### src/rtl/mem_ctrl.sv
// Byte-serial RAM/IO port controller shared by instruction fetch and the load/store buffer.
// Optional build macro MEM_ROUND_ROBIN_EN enables alternating arbitration; otherwise LSB has fixed priority.
module mem_ctrl #(
  parameter logic [1:0] IO_SEL = 2'b11
) (
  input  logic        clk_in,
  input  logic        rst_in,
  input  logic        rdy_in,
  input  logic        rob_clear,
  input  logic        if_valid,
  input  logic [31:0] if_addr,
  output logic        if_ready,
  output logic [31:0] if_data,
  input  logic        lsb_valid,
  input  logic        lsb_wr,
  input  logic [2:0]  lsb_len,
  input  logic [31:0] lsb_addr,
  input  logic [31:0] lsb_value,
  output logic        lsb_ready,
  output logic [31:0] lsb_result,
  input  logic [7:0]  mem_din,
  output logic [7:0]  mem_dout,
  output logic [31:0] mem_a,
  output logic        mem_wr,
  input  logic        io_buffer_full
);

  typedef enum logic [1:0] {
    ST_IDLE  = 2'd0,
    ST_READ  = 2'd1,
    ST_WRITE = 2'd2,
    ST_DONE  = 2'd3
  } state_t;

  function automatic logic [7:0] get_byte(input logic [31:0] w, input logic [1:0] idx);
    case (idx)
      2'd0:    get_byte = w[7:0];
      2'd1:    get_byte = w[15:8];
      2'd2:    get_byte = w[23:16];
      default: get_byte = w[31:24];
    endcase
  endfunction

  function automatic logic [31:0] put_byte(input logic [31:0] w, input logic [1:0] idx,
                                           input logic [7:0] b);
    logic [31:0] r;
    r = w;
    case (idx)
      2'd0:    r[7:0]   = b;
      2'd1:    r[15:8]  = b;
      2'd2:    r[23:16] = b;
      default: r[31:24] = b;
    endcase
    return r;
  endfunction

  function automatic logic [31:0] extend(input logic [31:0] w, input logic [2:0] n,
                                         input logic zext);
    case (n)
      3'd1:    return zext ? {24'd0, w[7:0]}  : {{24{w[7]}}, w[7:0]};
      3'd2:    return zext ? {16'd0, w[15:0]} : {{16{w[15]}}, w[15:0]};
      default: return w;
    endcase
  endfunction

  function automatic logic [2:0] len_bytes(input logic [1:0] l);
    case (l)
      2'b00:   return 3'd1;
      2'b01:   return 3'd2;
      default: return 3'd4;
    endcase
  endfunction

  function automatic logic is_io(input logic [1:0] seg);
    return seg == IO_SEL;
  endfunction

  state_t      state_r, state_s;
  logic [31:0] addr_r, addr_s;
  logic [2:0]  n_r, n_s;
  logic        zext_r, zext_s;
  logic [31:0] wdata_r, wdata_s;
  logic        owner_lsb_r, owner_lsb_s;
  logic        is_wr_r, is_wr_s;
  logic [2:0]  cnt_r, cnt_s;
  logic [31:0] buf_r, buf_s;
  logic [31:0] mem_a_r, mem_a_s;
  logic [7:0]  mem_dout_r, mem_dout_s;
  logic        mem_wr_r, mem_wr_s;
  logic        if_ready_r, if_ready_s;
  logic [31:0] if_data_r, if_data_s;
  logic        lsb_ready_r, lsb_ready_s;
  logic [31:0] lsb_result_r, lsb_result_s;
  logic        pick_lsb_s, pick_if_s;
  logic [31:0] byte_addr_s;
  logic [1:0]  cap_idx_s;
`ifdef MEM_ROUND_ROBIN_EN
  logic        rr_if_first_r, rr_if_first_s;
`endif

  // Arbitration between the two requesters; only granted from IDLE without a flush
  always_comb begin
    pick_lsb_s = 1'b0;
    pick_if_s  = 1'b0;
    if (state_r == ST_IDLE && !rob_clear) begin
`ifdef MEM_ROUND_ROBIN_EN
      pick_lsb_s = lsb_valid && !(if_valid && rr_if_first_r);
`else
      pick_lsb_s = lsb_valid;
`endif
      pick_if_s  = if_valid && !pick_lsb_s;
    end else begin
      pick_lsb_s = 1'b0;
      pick_if_s  = 1'b0;
    end
  end

  // Next-state and next-output logic of the access FSM
  always_comb begin
    state_s      = state_r;
    addr_s       = addr_r;
    n_s          = n_r;
    zext_s       = zext_r;
    wdata_s      = wdata_r;
    owner_lsb_s  = owner_lsb_r;
    is_wr_s      = is_wr_r;
    cnt_s        = cnt_r;
    buf_s        = buf_r;
    mem_a_s      = mem_a_r;
    mem_dout_s   = mem_dout_r;
    mem_wr_s     = 1'b0;
    if_ready_s   = 1'b0;
    if_data_s    = if_data_r;
    lsb_ready_s  = 1'b0;
    lsb_result_s = lsb_result_r;
    byte_addr_s  = addr_r + {29'd0, cnt_r};
    cap_idx_s    = cnt_r[1:0] - 2'd1;
`ifdef MEM_ROUND_ROBIN_EN
    rr_if_first_s = rr_if_first_r;
`endif
    case (state_r)
      ST_IDLE: begin
        if (pick_lsb_s || pick_if_s) begin
          owner_lsb_s = pick_lsb_s;
          is_wr_s     = pick_lsb_s && lsb_wr;
          addr_s      = pick_lsb_s ? lsb_addr : if_addr;
          n_s         = pick_lsb_s ? len_bytes(lsb_len[1:0]) : 3'd4;
          zext_s      = lsb_len[2];
          wdata_s     = lsb_value;
          buf_s       = 32'd0;
          mem_a_s     = addr_s;
`ifdef MEM_ROUND_ROBIN_EN
          rr_if_first_s = pick_lsb_s;
`endif
          if (is_wr_s) begin
            state_s = ST_WRITE;
            if (is_io(lsb_addr[17:16]) && io_buffer_full) begin
              cnt_s    = 3'd0;
              mem_wr_s = 1'b0;
            end else begin
              cnt_s      = 3'd1;
              mem_wr_s   = 1'b1;
              mem_dout_s = lsb_value[7:0];
            end
          end else begin
            state_s = ST_READ;
            cnt_s   = 3'd0;
          end
        end else begin
          state_s = ST_IDLE;
        end
      end
      ST_READ: begin
        // cnt_r counts READ cycles; byte cnt_r-1 is on mem_din this cycle
        if (rob_clear) begin
          state_s = ST_IDLE;
          cnt_s   = 3'd0;
        end else begin
          if (cnt_r != 3'd0) begin
            buf_s = put_byte(buf_r, cap_idx_s, mem_din);
          end else begin
            buf_s = buf_r;
          end
          if (cnt_r == n_r) begin
            state_s = ST_DONE;
            if (owner_lsb_r) begin
              lsb_ready_s  = 1'b1;
              lsb_result_s = extend(buf_s, n_r, zext_r);
            end else begin
              if_ready_s = 1'b1;
              if_data_s  = buf_s;
            end
          end else begin
            cnt_s   = cnt_r + 3'd1;
            mem_a_s = byte_addr_s + 32'd1;
          end
        end
      end
      ST_WRITE: begin
        // cnt_r counts bytes already placed on the bus
        if (cnt_r == n_r) begin
          state_s     = ST_DONE;
          lsb_ready_s = 1'b1;
          mem_wr_s    = 1'b0;
        end else begin
          mem_a_s = byte_addr_s;
          if (is_io(byte_addr_s[17:16]) && io_buffer_full) begin
            mem_wr_s = 1'b0;
          end else begin
            mem_wr_s   = 1'b1;
            mem_dout_s = get_byte(wdata_r, cnt_r[1:0]);
            cnt_s      = cnt_r + 3'd1;
          end
        end
      end
      ST_DONE: begin
        state_s = ST_IDLE;
      end
      default: begin
        state_s = ST_IDLE;
      end
    endcase
  end

  // State and registered outputs; rdy_in low freezes everything
  always_ff @(posedge clk_in) begin
    if (rst_in) begin
      state_r      <= ST_IDLE;
      addr_r       <= 32'd0;
      n_r          <= 3'd0;
      zext_r       <= 1'b0;
      wdata_r      <= 32'd0;
      owner_lsb_r  <= 1'b0;
      is_wr_r      <= 1'b0;
      cnt_r        <= 3'd0;
      buf_r        <= 32'd0;
      mem_a_r      <= 32'd0;
      mem_dout_r   <= 8'd0;
      mem_wr_r     <= 1'b0;
      if_ready_r   <= 1'b0;
      if_data_r    <= 32'd0;
      lsb_ready_r  <= 1'b0;
      lsb_result_r <= 32'd0;
`ifdef MEM_ROUND_ROBIN_EN
      rr_if_first_r <= 1'b1;
`endif
    end else if (rdy_in) begin
      state_r      <= state_s;
      addr_r       <= addr_s;
      n_r          <= n_s;
      zext_r       <= zext_s;
      wdata_r      <= wdata_s;
      owner_lsb_r  <= owner_lsb_s;
      is_wr_r      <= is_wr_s;
      cnt_r        <= cnt_s;
      buf_r        <= buf_s;
      mem_a_r      <= mem_a_s;
      mem_dout_r   <= mem_dout_s;
      mem_wr_r     <= mem_wr_s;
      if_ready_r   <= if_ready_s;
      if_data_r    <= if_data_s;
      lsb_ready_r  <= lsb_ready_s;
      lsb_result_r <= lsb_result_s;
`ifdef MEM_ROUND_ROBIN_EN
      rr_if_first_r <= rr_if_first_s;
`endif
    end
  end

  // A flush seen in the DONE cycle of a read suppresses its ready pulse
  assign if_ready   = if_ready_r & rdy_in & ~rob_clear;
  assign lsb_ready  = lsb_ready_r & rdy_in & ~(rob_clear & ~is_wr_r);
  assign if_data    = if_data_r;
  assign lsb_result = lsb_result_r;
  assign mem_a      = mem_a_r;
  assign mem_dout   = mem_dout_r;
  assign mem_wr     = mem_wr_r & rdy_in;

endmodule
### config.mk
export PLATFORM = sky130hd
export DESIGN_NAME = mem_ctrl
export DESIGN_NICKNAME = d
export VERILOG_FILES = /design/src/rtl/mem_ctrl.sv
export SDC_FILE = /design/constraint.sdc
export NUM_CORES = 1
export LEC_CHECK = 0
export ABC_CLOCK_PERIOD_IN_PS = 3200
export BUFFER_PORTS_ARGS = -buffer_cell sky130_fd_sc_hd__buf_2
export CAP_MARGIN = 20
export CORE_MARGIN = 5
export CORE_UTILIZATION = 50
export CTS_CLUSTER_SIZE = 40
export DETAILED_ROUTE_END_ITERATION = 10
export MAX_ROUTING_LAYER = met4
export PLACE_DENSITY = 0.77
export SETUP_SLACK_MARGIN = 0.5
export SYNTH_ARGS = -nofsm -noshare
export SYNTH_HDL_FRONTEND = slang
export SYNTH_SLANG_ARGS = --single-unit
### constraint.sdc
create_clock -name clk_in -period 3.2 [get_ports clk_in]
set_input_delay 0.16 -clock clk_in [delete_from_list [all_inputs] [get_ports clk_in]]
set_output_delay 0.16 -clock clk_in [all_outputs]
set_load 0.01 [all_outputs]
Yosys cells after proc, flatten, opt, wreduce, memory -nomap -nowiden. Cells that the tools add are included.

Register bits after elaboration: 214. Input bits: 115. Output and inout port bits: 107. Word-level logic and storage cells: 131.

Add/subtract/negate cells: 4. Equality and inequality tests: 21. Muxes and demuxes: 56. Bitwise logic cells: 10. Reduce and logical (&&, ||, !) cells: 24.

Operators by type and width (count): $mux 32 (10); $pmux 32 s2 (2); $pmux 32 s3 (1); $mux 8 (9); $add 32x1->32 const B (1); $add 32x3->32 (1); $pmux 8 s3 (1); $mux 3 (7); $mux 1 (16); $pmux 8 s2 (1); $eq 2x2->1 const B (6); $reduce_and 6->1 (2); $ne 2x2->1 const B (5); $reduce_and 5->1 (2); $pmux 3 s3 (1); $eq 2x1->1 const B (4); $logic_not 2->1 (4); $mux 2 (4); $pmux 2 s4 (1); $reduce_and 7->1 (1); $and 1x1->1 (6); $pmux 3 s2 (1); $reduce_bool 3->1 (2); $logic_and 1x1->1 (5); other kinds (15) (22).

Longest topological paths before layout.
Depth after elaboration: 7. Mapped depth: 14. Gate-level depth less buffers: 12.

Worst setup path before layout. No wires, ideal clock.

Path type: reg-to-reg. Start point: register cnt_r[0]. End point: register mem_a_r[31] (netlist: mem_a[31]). Setup time: 121 ps. Data arrival time: 3425 ps. Required time: 3079 ps. Setup slack: -346 ps. Cell stages (with the launch flop): 13. Path buffers: 0. Clock period less this slack: 3546 ps. Cells stage by stage: dfxtp_1 > ha_1 > inv_1 > fa_1 > nand2b_1 > a2111oi_4 > nand4_1 > xnor2_1 > o2111a_1 > nand4_1 > or3b_1 > a32oi_1 > o21ai_1.

Word-level cells in the longest chain between the ends: 5. Elaborated cells on any way between the ends: 10. Classes of those cells: add/sub (2); eq/ne (3); mux (4); reduce/logical (1).

Ends and longest elaborated chain: start: declaration (line 85) `logic [2:0] cnt_r, cnt_s;`; start signal: assignment (line 255) `cnt_r <= cnt_s;`; $add 32x3->32 (line 136) `byte_addr_s = addr_r + {29'd0, cnt_r};`; $add 32x1->32 (line 195) `mem_a_s = byte_addr_s + 32'd1;`; $mux 32 (line 184) `if (cnt_r == n_r) begin`; $mux 32 (line 175) `if (rob_clear) begin`; $pmux 32 s3 (line 141) `case (state_r)`; end signal: assignment (line 257) `mem_a_r <= mem_a_s;`; end: declaration (line 87) `logic [31:0] mem_a_r, mem_a_s;`.

Several ways; a longest one is shown, not always the timed one. The select of a mux whose other input is x is not followed. A chain may end at the register's enable or synchronous reset.

Final worst setup path.
Start point: register addr_r[0]. End point: register mem_a_r[31] (netlist: mem_a[31]).

Word-level cells in the longest chain between the ends: 5. Elaborated cells on any way between the ends: 6. Classes of those cells: add/sub (2); mux (4).

Ends and longest elaborated chain: start: declaration (line 79) `logic [31:0] addr_r, addr_s;`; start signal: assignment (line 249) `addr_r <= addr_s;`; $add 32x3->32 (*) (line 136); $add 32x1->32 (line 195); $mux 32 (line 184); $mux 32 (line 175); $pmux 32 s3 (*) (line 141).

Every way passes the cells marked *; elsewhere a longest branch is shown, timed or not. The select of a mux whose other input is x is not followed.

==> summary.txt <==
Power and ir drop
  – Flop pwr share: 43.3%
  – Clock power frac: 41.4%
  – Worst vdd ir: 0.4235 mV
  – Tot Pwr: 6.625 mW
  – Psw: roughly 1.8 mW
  – Sw frac: 27.62%
  – Leak pwr: roughly 6.4 nW
  – Cell Pwr Density: between 400 and 500 mW/mm2
  – Internal power: 4.795 mW
  – Combinational share of power: 15.2%

Logic synthesis
  – Yosys cell types: 80
  – Compound-Gate Fraction of Synth Area: 22.34%
  – Syn nets: 1522
  – Synthesized area: 0.01104 mm2
  – Sequential element share of the synthesized area: 38.82%
  – Synth top area cells: dfxtp_1, nor2_1, mux2i_1
  – Yosys warns: 0
  – Asr flop ratio synth: 0%
  – Post-synth EDFFs: 0
  – Mux cell area share after synthesis: 6.531%
  – Synthesized flop and latch total: approximately 210
  – Adder-cell area share of the yosys netlist: 1.882%
  – Synth Area in XOR/XNOR: 4.184%
  – Area leader, netlist: dfxtp_1
  – Avg Cell Area, Syn: between 7 and 8 um2
  – Simple-gate share of the synthesized area: 20.63%
  – Synth Instances: 1391
  – Main combinational cell family by area after synthesis: compound AO/OA/AOI/OAI gates
  – Main synth FF type: dfxtp_1
  – Top-area cell type share of the netlist area: around two fifths

Layout
  – Fill count: 1769
  – Fin area: approximately 0.015 mm2
  – N_diodes: 0
  – Layout net count: 1796
  – Syn-to-layout area delta: 31.94%
  – Share of layout cells above drive strength 1: 26.34%

Global route
  – Largest net degree at the start of global routing: 95
  – Vias in the first global route: 10930
  – Initial antenna violation count: 0
  – Overall routing resource usage: about 28%
  – Total grt overflow: 0
  – First-pass GRT wire length: 56020 um

Critical path
  – Worst Setup End Kind: register
  – CP arrival: 3.61 ns
  – Max FO, Critical Path: 5
  – Worst setup path category: register to register
  – Worst Path Required: 3.61 ns
  – Worst R2R Path Depth: 13
  – Reg-to-reg endpoint: mem_a[31]
  – Critical Path Start Type: register
  – FF-to-FF setup slack: 0.007 ns
  – Reg-to-reg startpoint: addr_r[0]

Clock tree
  – Cts bufs inserted: 24
  – Clock root cell: clkbuf_16
  – Clk pin slew, worst setup/hold paths: 0.06 ns
  – H-tree depth: 1
  – CTS tree: yes
  – Num Clock Sinks: 214
  – CTS max path bufs: 3
  – Clk_lat worst skew: around 0.53 ns

Drt
  – Average wire per standard cell: ~18 um
  – TritonRoute pass-1 iters: 5
  – 1st-iter DRT viols: 899
  – DRC viols: 0
  – Vias per cell: ~6
  – Vias: around 12000
  – WL final: between 30000 and 40000 um
  – Post-route ant nets: 0

STA
  – Final hold vios: 0
  – Final slew viol count: 0
  – Final Setup Violations: 0
  – Slew @ Worst Pin: slightly below 0.8 ns
  – Max-slew headroom: 48.49%
  – Setup TNS: 0 ns
  – Final hold slack: between 0.015 and 0.02 ns
  – Unrepaired setup endpoints after global routing: true
  – Clk_skew: 0.01491 ns
  – Final Cycle Share: between 90 and 100%
  – FMAX: roughly 310 MHz
  – Min Tclk post-route: 3.193 ns

Die
  – IO Count: roughly 220
  – Standard-cell row count: 54
  – Initial Util: 50.72%
  – Std-Cell Core Area: 0.02176 mm2
  – Die height: 158.6 um
  – Die area: 0.02514 mm2
  – Die X: about 160 um

Hold path
  – Hold Path Class: input pin to register
  – Hold EP: addr_r[7]
  – Hold path depth: 5
  – Hold Path Origin: if_addr[7]

Placement
  – Post-DP Area: 0.01276 mm2
  – DP HPWL: 24650 um
  – RePlAce Congestion: 0.9630
  – Port buffer count: 221

Flow run
  – Number of max-cap violations: 0

Outcome
  – Outcome: finished, final reports clean
flip-flops by register name, summed over array words and instances, names as in the netlist, 2 cells and up:
register    count
mem_dout        8
n_r             3
cnt_r           3
wdata_r        32
if_data        32
lsb_result     32
mem_a          32
buf_r          32
state_r         2
addr_r         32
metrics by stage:
| stage | cells | utilization (%) | worst slack, ns |
|---|---|---|---|
| finish | 1962 | 66.93 | 0.007136 |
| CTS | 1950 | 65.39 | 0.04710 |
| floorplan | 1391 | - | 0.002465 |
| global placement | 1849 | 58.56 | 0.07409 |
| detailed placement | 1851 | 58.64 | -0.05755 |
| global route | 1962 | 66.93 | -0.1457 |
per-layer routing:
metal / global-route usage [%] / wire length (um)
met5: - / 0
met4: 11.13 / 1264
met3: 4.322 / 3003
met2: 45.26 / 17070
met1: 35.37 / 14890
area by class of cell:
type	instances	area, um2	share of cell area [%]
Multi-Input combinational cell	1020	6555	45.02
Sequential cell	214	4289	29.46
Timing Repair Buffer	361	2416	16.59
Clock buffer	32	660.6	4.537
Tap cell	280	350.3	2.406
Inverter	44	165.2	1.134
Clock inverter	11	123.9	0.8507
power groups by stage:
stage	registers (mW)	logic, mW	clock network, mW
after detailed placement	2.92	0.921	0
after floorplan	2.92	0.571	0
after global placement	2.92	0.906	0
final	2.87	1.01	2.74
after CTS	2.87	0.973	2.78
after global routing	2.88	1.10	2.89
layout by cell type, fill, tap and decap left out, drive strengths merged, types with 9 or more instances in the layout:
cell	instances
dfxtp	214
buf	320
o31ai	10
nand4	18
nand2b	9
mux2i	72
a31oi	11
nand2	166
ha	15
nand3	31
inv	44
a22oi	12
a21oi	118
a211oi	81
dlygate4sd3	40
nor4	12
clkbuf	33
xnor2	29
and3	9
xor2	22
o21ai	56
nor3	21
clkinv	9
nor2	211
o211ai	9
worst max path at each step:
stage / startpoint / endpoint / slack (ns) / cells after the start
2_1_floorplan: cnt_r[0] / mem_a[31] / 0.002 / 12
3_3_place_gp: addr_r[0] / mem_a[31] / 0.07 / 13
3_5_place_dp: addr_r[0] / mem_a[31] / -0.06 / 13
4_1_cts: addr_r[0] / mem_a[31] / 0.05 / 13
5_1_grt: addr_r[0] / mem_a[12] / -0.15 / 16
6_report: addr_r[0] / mem_a[31] / 0.007 / 13
repair_timing:
item                                   CTS  global route
cloned                                   1             1
resized for setup                       35            45
endpoints found under the hold margin   43             0
hold buffers                            40             0
pin swaps                               26            41
setup endpoints to repair               37            62
buffers inserted                        15            11
worst max-delay path, cell delays in order (launching register included):
cell and delay [ns]:
dfxtp_2 0.35, ha_4 0.14, inv_2 0.04, fa_2 0.38, nor2b_1 0.12, buf_4 0.15
o211ai_1 0.10, or4b_4 0.52, o2bb2a_4 0.22, o2111a_2 0.24, nand4_1 0.11, or3b_1 0.42
a32oi_2 0.21, o21ai_1 0.08
kinds of logic (layout without fill, tap and decap cells):
kind of cell	after synthesis	count (layout)
flops	214	214
buf+inv	157	448
simple gates	510	510
fa+ha+maj	16	16
xor+xnor	51	51
mux	72	72
compound gates	371	371
synthesized netlist by cell type (all sizes together) (15+ instances only):
master	number
dfxtp	214
nor2	211
nand2	166
a21oi	118
clkbuf	99
a211oi	81
mux2i	72
o21ai	56
inv	43
nand3	31
xnor2	29
xor2	22
nor3	21
nand4	18
ha	15
No activity file was read; power rests on OpenSTA's default activity.
